--- src/rtl/inst_encode.sv ---
// RV32I instruction encoder: packs decoded fields into a 32-bit word behind a
// single elastic output register, tagging each word with a sequential address.
module inst_encode #(
  parameter int unsigned ADDR_W = 10
) (
  input  logic              clk,
  input  logic              rst,
  input  logic              in_valid,
  output logic              in_ready,
  input  logic [4:0]        opcode,
  input  logic [2:0]        func3,
  input  logic [6:0]        funct7,
  input  logic [4:0]        rs1,
  input  logic [4:0]        rs2,
  input  logic [4:0]        rd,
  input  logic [31:0]       imm,
  output logic              out_valid,
  input  logic              out_ready,
  output logic [31:0]       out_inst,
  output logic [ADDR_W-1:0] out_addr,
  output logic              out_err,
  output logic [7:0]        err_count
);

  localparam logic [4:0] OP_R    = 5'b01100;
  localparam logic [4:0] OP_LOAD = 5'b00000;
  localparam logic [4:0] OP_IMM  = 5'b00100;
  localparam logic [4:0] OP_S    = 5'b01000;
  localparam logic [4:0] OP_B    = 5'b11000;
  localparam logic [4:0] OP_LUI  = 5'b01101;
  localparam logic [4:0] OP_AUI  = 5'b00101;
  localparam logic [4:0] OP_J    = 5'b11011;

  logic              out_valid_q, out_valid_d;
  logic [31:0]       out_inst_q, out_inst_d;
  logic [ADDR_W-1:0] out_addr_q, out_addr_d;
  logic              out_err_q, out_err_d;
  logic [ADDR_W-1:0] addr_q, addr_d;
  logic [7:0]        err_count_q, err_count_d;

  logic [31:0]       enc_inst_c;
  logic              enc_err_c;
  logic              accept_c;

  assign in_ready = !rst && (!out_valid_q || out_ready);
  assign accept_c = in_valid && in_ready;

  // Format selection, field packing and encodability checks.
  always_comb begin
    enc_inst_c = '0;
    enc_err_c  = 1'b0;
    case (opcode)
      OP_R: enc_inst_c = {funct7, rs2, rs1, func3, rd, opcode, 2'b11};
      OP_LOAD, OP_IMM: begin
        enc_err_c  = !((&imm[31:11]) || !(|imm[31:11]));
        enc_inst_c = {imm[11:0], rs1, func3, rd, opcode, 2'b11};
      end
      OP_S: begin
        enc_err_c  = !((&imm[31:11]) || !(|imm[31:11]));
        enc_inst_c = {imm[11:5], rs2, rs1, func3, imm[4:0], opcode, 2'b11};
      end
      OP_B: begin
        enc_err_c  = !((&imm[31:12]) || !(|imm[31:12])) || imm[0];
        enc_inst_c = {imm[12], imm[10:5], rs2, rs1, func3, imm[4:1], imm[11],
                      opcode, 2'b11};
      end
      OP_LUI, OP_AUI: begin
        enc_err_c  = |imm[11:0];
        enc_inst_c = {imm[31:12], rd, opcode, 2'b11};
      end
      OP_J: begin
        enc_err_c  = !((&imm[31:20]) || !(|imm[31:20])) || imm[0];
        enc_inst_c = {imm[20], imm[10:1], imm[11], imm[19:12], rd, opcode, 2'b11};
      end
      default: enc_err_c = 1'b1;
    endcase
    if (enc_err_c) enc_inst_c = '0;
  end

  // Output register: load on accept, drain on transfer, hold under backpressure.
  always_comb begin
    out_valid_d = out_valid_q;
    out_inst_d  = out_inst_q;
    out_addr_d  = out_addr_q;
    out_err_d   = out_err_q;
    addr_d      = addr_q;
    err_count_d = err_count_q;
    if (accept_c) begin
      out_valid_d = 1'b1;
      out_inst_d  = enc_inst_c;
      out_addr_d  = addr_q;
      out_err_d   = enc_err_c;
      addr_d      = addr_q + ADDR_W'(1);
      if (enc_err_c && (err_count_q != 8'hFF)) err_count_d = err_count_q + 8'd1;
    end else if (out_ready) begin
      out_valid_d = 1'b0;
    end
  end

  always_ff @(posedge clk) begin
    if (rst) begin
      out_valid_q <= 1'b0;
      out_inst_q  <= '0;
      out_addr_q  <= '0;
      out_err_q   <= 1'b0;
      addr_q      <= '0;
      err_count_q <= '0;
    end else begin
      out_valid_q <= out_valid_d;
      out_inst_q  <= out_inst_d;
      out_addr_q  <= out_addr_d;
      out_err_q   <= out_err_d;
      addr_q      <= addr_d;
      err_count_q <= err_count_d;
    end
  end

  assign out_valid = out_valid_q;
  assign out_inst  = out_inst_q;
  assign out_addr  = out_addr_q;
  assign out_err   = out_err_q;
  assign err_count = err_count_q;

endmodule

--- config.mk ---
export PLATFORM = sky130hd
export DESIGN_NAME = inst_encode
export DESIGN_NICKNAME = d
export VERILOG_FILES = /design/src/rtl/inst_encode.sv
export SDC_FILE = /design/constraint.sdc
export NUM_CORES = 1
export LEC_CHECK = 0
export ABC_AREA = 1
export CAP_MARGIN = 0
export CORE_MARGIN = 3
export CORE_UTILIZATION = 45
export DETAILED_ROUTE_END_ITERATION = 8
export GPL_TIMING_DRIVEN = 0
export MAX_ROUTING_LAYER = met4
export PLACE_DENSITY = 0.85
export REMOVE_ABC_BUFFERS = 1
export SYNTH_ARGS = -nofsm -noshare
export SYNTH_HDL_FRONTEND = slang
export SYNTH_SLANG_ARGS = --single-unit
--- constraint.sdc ---
create_clock -name clk -period 2.3 [get_ports clk]
set_input_delay 0.69 -clock clk [delete_from_list [all_inputs] [get_ports clk]]
set_output_delay 0.69 -clock clk [all_outputs]
set_load 0.01 [all_outputs]
* Word level (Yosys, flattened, before mapping)
Cells that the tools add are included.
Storage, ports and cells: bits in writable memories 0, bits in latches 0, flip-flop bits (word level) 62, output and inout bits 53, word-level logic and storage cells 51, ROM bits 0, memories 0
Cells by class: bitwise logic cells 0, $mul 0, equality and inequality tests 8, reduce and logical (&&, ||, !) cells 30, shift operators 0, add/sub/neg operators 2, div/mod/pow operators 0, mux-type cells 5, magnitude comparators 0
Operators with widths (count):
- one-hot mux 32 bit (6 select lines) | 1
- two-way mux 32 bit | 1
- OR reduction 12 bit | 2
- AND reduction 21 bit | 1
- OR reduction 21 bit | 1
- AND reduction 20 bit | 1
- OR reduction 20 bit | 1
- == test 5 x 4 -> 1 bit (second input constant) | 3
- AND reduction 12 bit | 1
- adder 10 x 1 -> 10 bit (second input constant) | 1
- == test 5 x 3 -> 1 bit (second input constant) | 2
- == test 5 bit (second input constant) | 2
- adder 8 x 1 -> 8 bit (second input constant) | 1
- logical NOT 1 bit | 8
- != test 8 bit (second input constant) | 1
- logical OR 1 bit | 6
- logical NOT 5 bit | 1
- one-hot mux 1 bit (5 select lines) | 1
- OR reduction 2 bit | 2
- logical AND 1 bit | 3
- OR reduction 3 bit | 1
- two-way mux 1 bit | 2
- AND reduction 2 bit | 1
- nonzero test 2 bit | 1

* Longest topological paths before layout
Gate-level depths: netlist of the first run.
depth after elaboration 8, depth in mapped cells 14, mapped depth without buffers 14

* Worst setup path after synthesis of the first run
Ideal clock, no wire load.
path type input port to output port, from in rst, to out in_ready, slack 315 ps, data required time 1610 ps, arrival time 1295 ps, stages 3, cell sequence clkbuf_1 clkbuf_1 a21oi_1
On the way: word-level cells in the longest chain between the ends 2
RTL lines:
- from (decl) | RTL line 7 | input logic rst,
- logical NOT 1 bit | RTL line 45 | assign in_ready = !rst && (!out_valid_q || out_ready);
- logical AND 1 bit | RTL line 45
- to (decl) | RTL line 9 | output logic in_ready,
No other way between the ends.

* Final worst setup path of the first run
from in imm[19], to reg out_inst_q[6] (netlist: out_inst[6])
On the way: word-level cells in the longest chain between the ends 7, elaborated cells between the ends (all ways) 13, those cells by class 2 x mux; 11 x reduce/logical
RTL lines:
- from (decl) | RTL line 16 | input logic [31:0] imm,
- OR reduction 20 bit | RTL line 63 | enc_err_c = !((&imm[31:12]) || !(|imm[31:12])) || imm[0];
- logical NOT 1 bit | RTL line 63
- logical OR 1 bit | RTL line 63
- logical NOT 1 bit | RTL line 63
- logical OR 1 bit | RTL line 63
- one-hot mux 1 bit (5 select lines) (*) | RTL line 52 | case (opcode)
- two-way mux 32 bit (*) | RTL line 77 | if (enc_err_c) enc_inst_c = '0;
- to (signal assigned) | RTL line 110 | out_inst_q <= out_inst_d;
- to (decl) | RTL line 35 | logic [31:0] out_inst_q, out_inst_d;
Mark *: on every way between the ends. The rest lies on a longest branch, timed or not. A chain may end at the register's enable or synchronous reset.

==> flow_summary.json, run 1 <==
{
  "cts_sinks": 61,
  "cts-hold-fix-buffers": 0,
  "cts_root_buf": "clkbuf_8",
  "slew_headroom": 0.574,
  "layout.cells.non_filler": 745,
  "drcViolationCount": 0,
  "fin_ws_ns": 0.0490,
  "die_h_um": 91.1,
  "cellLeakagePower_uw": 0.00205,
  "gr-total-overflow": 0,
  "syn_area_um2": 3260,
  "internal-power_uw": 1770,
  "synth_cell_types": 31,
  "worst_pin_slew_ns": 0.638,
  "cp_max_fo": 8,
  "p_comb_frac": 0.164,
  "clk_path_buf_depth": 2,
  "drt-wirelength-per-cell_um": 13.8,
  "synth-seq-cells": 61,
  "grt_pass1_wl_um": 16400,
  "synth_simple_gate_area_frac": 0.363,
  "finalCriticalPeriod_ns": 2.25,
  "area_growth_pct": 51.0,
  "power.density_nw_per_um2": 498,
  "antenna_left": 0,
  "yosysTopAreaCell": "dfxtp_1",
  "yosysMostFrequentCell": "nand2_1",
  "synth_common_cells": "169 x nand2_1, 66 x nor2_1, 61 x dfxtp_1, 56 x inv_1, 45 x a21oi_1",
  "syn_avg_cell_area_um2": 6.35,
  "antennaDiodeCount": 0,
  "dp_slack_ns": -1.12,
  "dieArea_um2": 8310,
  "firstDrtPassIters": 7,
  "drv_slew": 0,
  "max-vdd-ir-drop_v": 0.000280,
  "wl_um": 10300,
  "synthAdderAreaFrac": 0.00767,
  "clk-insertion-delay-late_ns": 0.35,
  "fin_worst_skew_ns": 0.00938,
  "cts_max_level": 3,
  "port_buffers": 118,
  "status": "completed",
  "hold_class": "register to register",
  "postLayoutCoreUtil": 0.713,
  "crit_top_cell": "nand2_1",
  "fp.dieW_um": 91.1,
  "dp_cells": 710,
  "yosys.area_share.xor_xnor": 0.0107,
  "yosysWarnings": 0,
  "place_congestion": 0.866,
  "synth_top_family_by_area": "simple AND/OR/NAND/NOR gates",
  "avgViaCountPerCell": 5.19,
  "clkTransAtPathRegs_ns": 0.08,
  "core-area_um2": 6910,
  "muxShareOfSynthArea": 0,
  "start_kind": "input pin",
  "grt_antenna_before_repair": 0,
  "power_switching_uw": 686,
  "synthArstFlopShare": 0,
  "cp-end-kind": "register",
  "grt_max_degree": 44,
  "critPathKind": "input pin to register",
  "critPathBufInv": 3,
  "rows": 30,
  "finalCritPeriodShare": 0.979,
  "hpwl_um": 6870,
  "cts_buffers": 9,
  "cts_tree": "done",
  "critPathMaxStageDelay_ns": 0.57,
  "netlist.area_leader.share": 0.374,
  "synth-compound-area-share": 0.144,
  "sw_frac_of_total": 0.280,
  "seq_area_frac_synth": 0.374,
  "synth_edf_count": 0,
  "ios": 119,
  "cp_slowest_cell": "clkdlybuf4s50_1",
  "vias": 3868,
  "maxCapViolCount": 0,
  "setup_viol": 0,
  "critPathTopFamily": "simple AND/OR/NAND/NOR gates",
  "num-nets-final": 712,
  "syn_inst": 514,
  "arrival_ns": 2.54,
  "hold_viol": 0,
  "finalPower_uw": 2450,
  "initial_core_util": 0.472,
  "required_ns": 2.58,
  "synth_top_flop_cell": "dfxtp_1",
  "worstPathCellList": "clkdlybuf4s50_1 -> nand2_1 -> nor2_1 -> nand2_1 -> nor2_1 -> nand2_1 -> nand3_1 -> nand2_1 -> inv_2 -> nand2_8 -> nor2_4 -> buf_4 -> nand2_1 -> a21oi_2",
  "grt_pass1_vias": 3637,
  "clockPowerShare": 0.393,
  "finalSetupTns_ns": 0,
  "grt_usage": 0.248,
  "seqPwrFrac": 0.443,
  "final_layout_size_suffix_gt1_frac": 0.108,
  "fmax_mhz": 444,
  "drt_iter0_markers": 180,
  "synth.top_cells.by_area": "dfxtp_1 37%, nand2_1 19%, nor2_1 7.6%"
}
-- layout make-up --
class                   count  area (um^2)
fillers                   608         1980
multi-input cells         376         1820
repair buffers            134         1330
flip-flops and latches     61         1220
inverters                  62          238
clock buffers               9          124
well taps                  96          120
clock inverters             7         73.8
-- power by group through the flow --
stage          registers [uW]  logic [uW]  clock network (uW)
5_1_grt                  1090         437                1030
4_1_cts                  1090         376                 986
3_3_place_gp             1110         350                   0
3_5_place_dp             1110         356                   0
2_1_floorplan            1120         139                   0
6_report                 1090         402                 965
-- cells in the final DEF, fill, tap and decap left out, types with 3 or more instances in the layout --
master and instances:
nand2_2 5, nand3_4 3, clkdlybuf4s50_1 104, nand4_1 5
buf_4 15, dlymetal6s2s_1 8, nand3_1 24, nor2_1 60
dlygate4sd2_1 3, a21oi_1 42, nor3_1 4, o21ai_0 24
a22o_1 4, dfxtp_1 61, o211ai_1 9, inv_2 10
inv_1 50, xor2_1 3, clkbuf_8 9, nand2_1 165
nor2_2 5
-- registers in the layout, summed over array words and instances (netlist names) --
register,flops
out_err,1
out_inst,31
out_valid,1
out_addr,10
addr_q,10
err_count,8
-- worst paths after layout --
path	slack [ns]	start	depth (start not counted)	to
hold / removal	0.46	out_inst[16]	2	out_inst[16]
setup reg to reg	0.45	err_count[0]	11	err_count[3]
setup / recovery	0.05	imm[19]	14	out_inst[6]
hold reg to reg	0.46	out_inst[16]	2	out_inst[16]
-- through the flow --
step           hold slack (ns)  instance area [um^2]
2_1_floorplan            0.440                  3170
3_3_place_gp             0.451                  4470
3_5_place_dp             0.456                  4460
4_1_cts                  0.467                  4760
5_1_grt                  0.479                  4930
6_report                 0.464                  4930
-- tightest hold or removal path, stage by stage, from the launching register on --
cell and delay [ns]:
dfxtp_1 0.31, nand2_1 0.06, a21oi_1 0.05
-- layer usage --
| metal | wire, um | share of wire | global-route usage |
|---|---|---|---|
| met3 | 668 | 0.065 | 0.0580 |
| met2 | 5260 | 0.51 | 0.425 |
| met5 | 0 | 0 | - |
| met1 | 4090 | 0.40 | 0.277 |
| met4 | 284 | 0.028 | 0.102 |
-- what timing repair did --
| action | in CTS | in global routing |
|---|---|---|
| cloned | 3 | 0 |
| setup buffers | 4 | 12 |
| pin swaps | 4 | 4 |
| gates resized for setup | 14 | 31 |
| endpoints found under the setup margin | 56 | 44 |
-- kinds of logic (layout without fill, tap and decap cells) --
group                    after synthesis  in the layout
flip-flops                            61             61
buffers and inverters                 80            212
AO/OA/AOI/OAI                         85             85
XOR/XNOR                               4              4
AND/OR/NAND/NOR                      282            285
adder cells (fa/ha/maj)                2              2
(Power assumes the default switching activity.)
==> inputs of run 2 (changes only) <==
- CORE_UTILIZATION: 45 -> 48
- PLACE_DENSITY: 0.85 -> 0.89
- clock period: 2.3 -> 2.75 ns (I/O delays scaled with it)
==> run 2 against run 1 <==
Sequential power fell by 17%. Sequential share of layout area increased by 0.85 points. First-iteration DRC count up 10%. Largest cell class unchanged. Critical path type unchanged. Setup slack gained 0.089 ns.
==> flow_summary.json, run 2 (synthesis gave the netlist of run 1 again) <==
{
  "place_congestion": 0.926,
  "rows": 29,
  "antennaDiodeCount": 0,
  "worst_pin_slew_ns": 0.612,
  "finalCriticalPeriod_ns": 2.61,
  "drt-wirelength-per-cell_um": 14.1,
  "cellLeakagePower_uw": 0.00194,
  "hold_viol": 0,
  "cts_max_level": 3,
  "initial_core_util": 0.505,
  "setup_viol": 0,
  "cp-end-kind": "register",
  "critPathKind": "input pin to register",
  "finalCritPeriodShare": 0.950,
  "ios": 119,
  "grt_max_degree": 44,
  "multi_input_area_um2": 1780,
  "max-vdd-ir-drop_v": 0.000251,
  "drv_slew": 0,
  "firstDrtPassIters": 5,
  "core-area_um2": 6460,
  "power.density_nw_per_um2": 429,
  "largest_reg_flops": 31,
  "num-nets-final": 702,
  "start_kind": "input pin",
  "dieArea_um2": 7820,
  "cp_max_fo": 13,
  "vias": 3850,
  "port_buffers": 118,
  "r2r_start": "err_count[0]",
  "seqPwrFrac": 0.445,
  "cts_buffers": 9,
  "grt_usage": 0.261,
  "clkTransAtPathRegs_ns": 0.07,
  "grt_antenna_before_repair": 0,
  "finalSetupTns_ns": 0,
  "clk_path_buf_depth": 2,
  "slew_headroom": 0.592,
  "drcViolationCount": 0,
  "wl_um": 10100,
  "grt_pass1_vias": 3406,
  "fp.dieW_um": 88.4,
  "fin_worst_skew_ns": 0.00483,
  "power_switching_uw": 571,
  "required_ns": 3.04,
  "arrival_ns": 2.90,
  "avgViaCountPerCell": 5.38,
  "cts_tree": "done",
  "hold_class": "register to register",
  "final_common_cell": "nand2_1",
  "gr-total-overflow": 0,
  "die_h_um": 88.4,
  "crit_start": "opcode[4]",
  "fmax_mhz": 383,
  "status": "completed",
  "antenna_left": 0,
  "p_comb_frac": 0.158,
  "clk-insertion-delay-late_ns": 0.35,
  "hpwl_um": 6830,
  "cts_root_buf": "clkbuf_8",
  "register_area_um2": 1220,
  "finalPower_uw": 2040,
  "sw_frac_of_total": 0.279,
  "drt_iter0_markers": 198,
  "grt_pass1_wl_um": 15600,
  "final_layout_size_suffix_gt1_frac": 0.0673,
  "clockPowerShare": 0.398,
  "hp-start": "out_inst[23]",
  "n_fill_cell": 498,
  "internal-power_uw": 1470,
  "area_growth_pct": 46.0,
  "cts_sinks": 61,
  "final_cell_mix": "168 x nand2_1, 114 x clkdlybuf4s50_1, 65 x nor2_1, 61 x dfxtp_1, 56 x inv_1",
  "maxCapViolCount": 0
}
## run 2: final cells by class
class | count | share of cell area
clock inverters | 7 | 0.0155
flip-flops and latches | 61 | 0.256
clock buffers | 9 | 0.0260
multi-input cells | 377 | 0.373
well taps | 77 | 0.0202
inverters | 62 | 0.0497
repair buffers | 123 | 0.259
## run 2: through the flow
step	hold WS, ns	cells	utilization	instance area (um^2)	worst slack [ns]
floorplan	0.440	496	-	3170	0.302
global placement	0.451	691	0.688	4450	-2.05
detailed placement	0.454	691	0.688	4440	-0.780
CTS	0.466	708	0.720	4650	0.00384
global route	0.489	716	0.737	4760	-0.0308
finish	0.464	716	0.737	4760	0.138
## run 2: repair_timing
item / 4_1_cts / 5_1_grt
hold buffers: 0 / 0
endpoints found under the setup margin: 42 / 44
buffers inserted: 0 / 5
gates resized for setup: 2 / 10
pin swaps: 1 / 4
cloned: 1 / 3
## run 2: critical path, stage by stage
cell	delay [ns]
clkdlybuf4s50_1	0.50
nor3_2	0.31
nand2_2	0.25
a21oi_1	0.18
nor2_1	0.06
nand2_1	0.07
inv_2	0.04
nand2_4	0.19
nand3_2	0.19
nand2_1	0.12
nand2_1	0.06
nor2_1	0.09
## run 2: metal layers
| layer | track usage | routed length (um) |
|---|---|---|
| met5 | - | 0 |
| met4 | 0.126 | 280 |
| met3 | 0.0466 | 776 |
| met2 | 0.415 | 4900 |
| met1 | 0.318 | 4100 |
## run 2: path summary, 6_finish.rpt
| kind | to | slack [ns] | depth (start not counted) |
|---|---|---|---|
| setup reg to reg | err_count[1] | 0.97 | 9 |
| hold / removal | out_inst[23] | 0.46 | 2 |
| hold reg to reg | out_inst[23] | 0.46 | 2 |
| setup / recovery | err_count[1] | 0.14 | 12 |
## run 2: power by group through the flow
stage	clock (uW)	sequential [uW]	combinational (uW)
6_report	813	908	322
5_1_grt	857	910	351
4_1_cts	817	908	302
3_5_place_dp	0	929	296
3_3_place_gp	0	928	293
2_1_floorplan	0	933	116
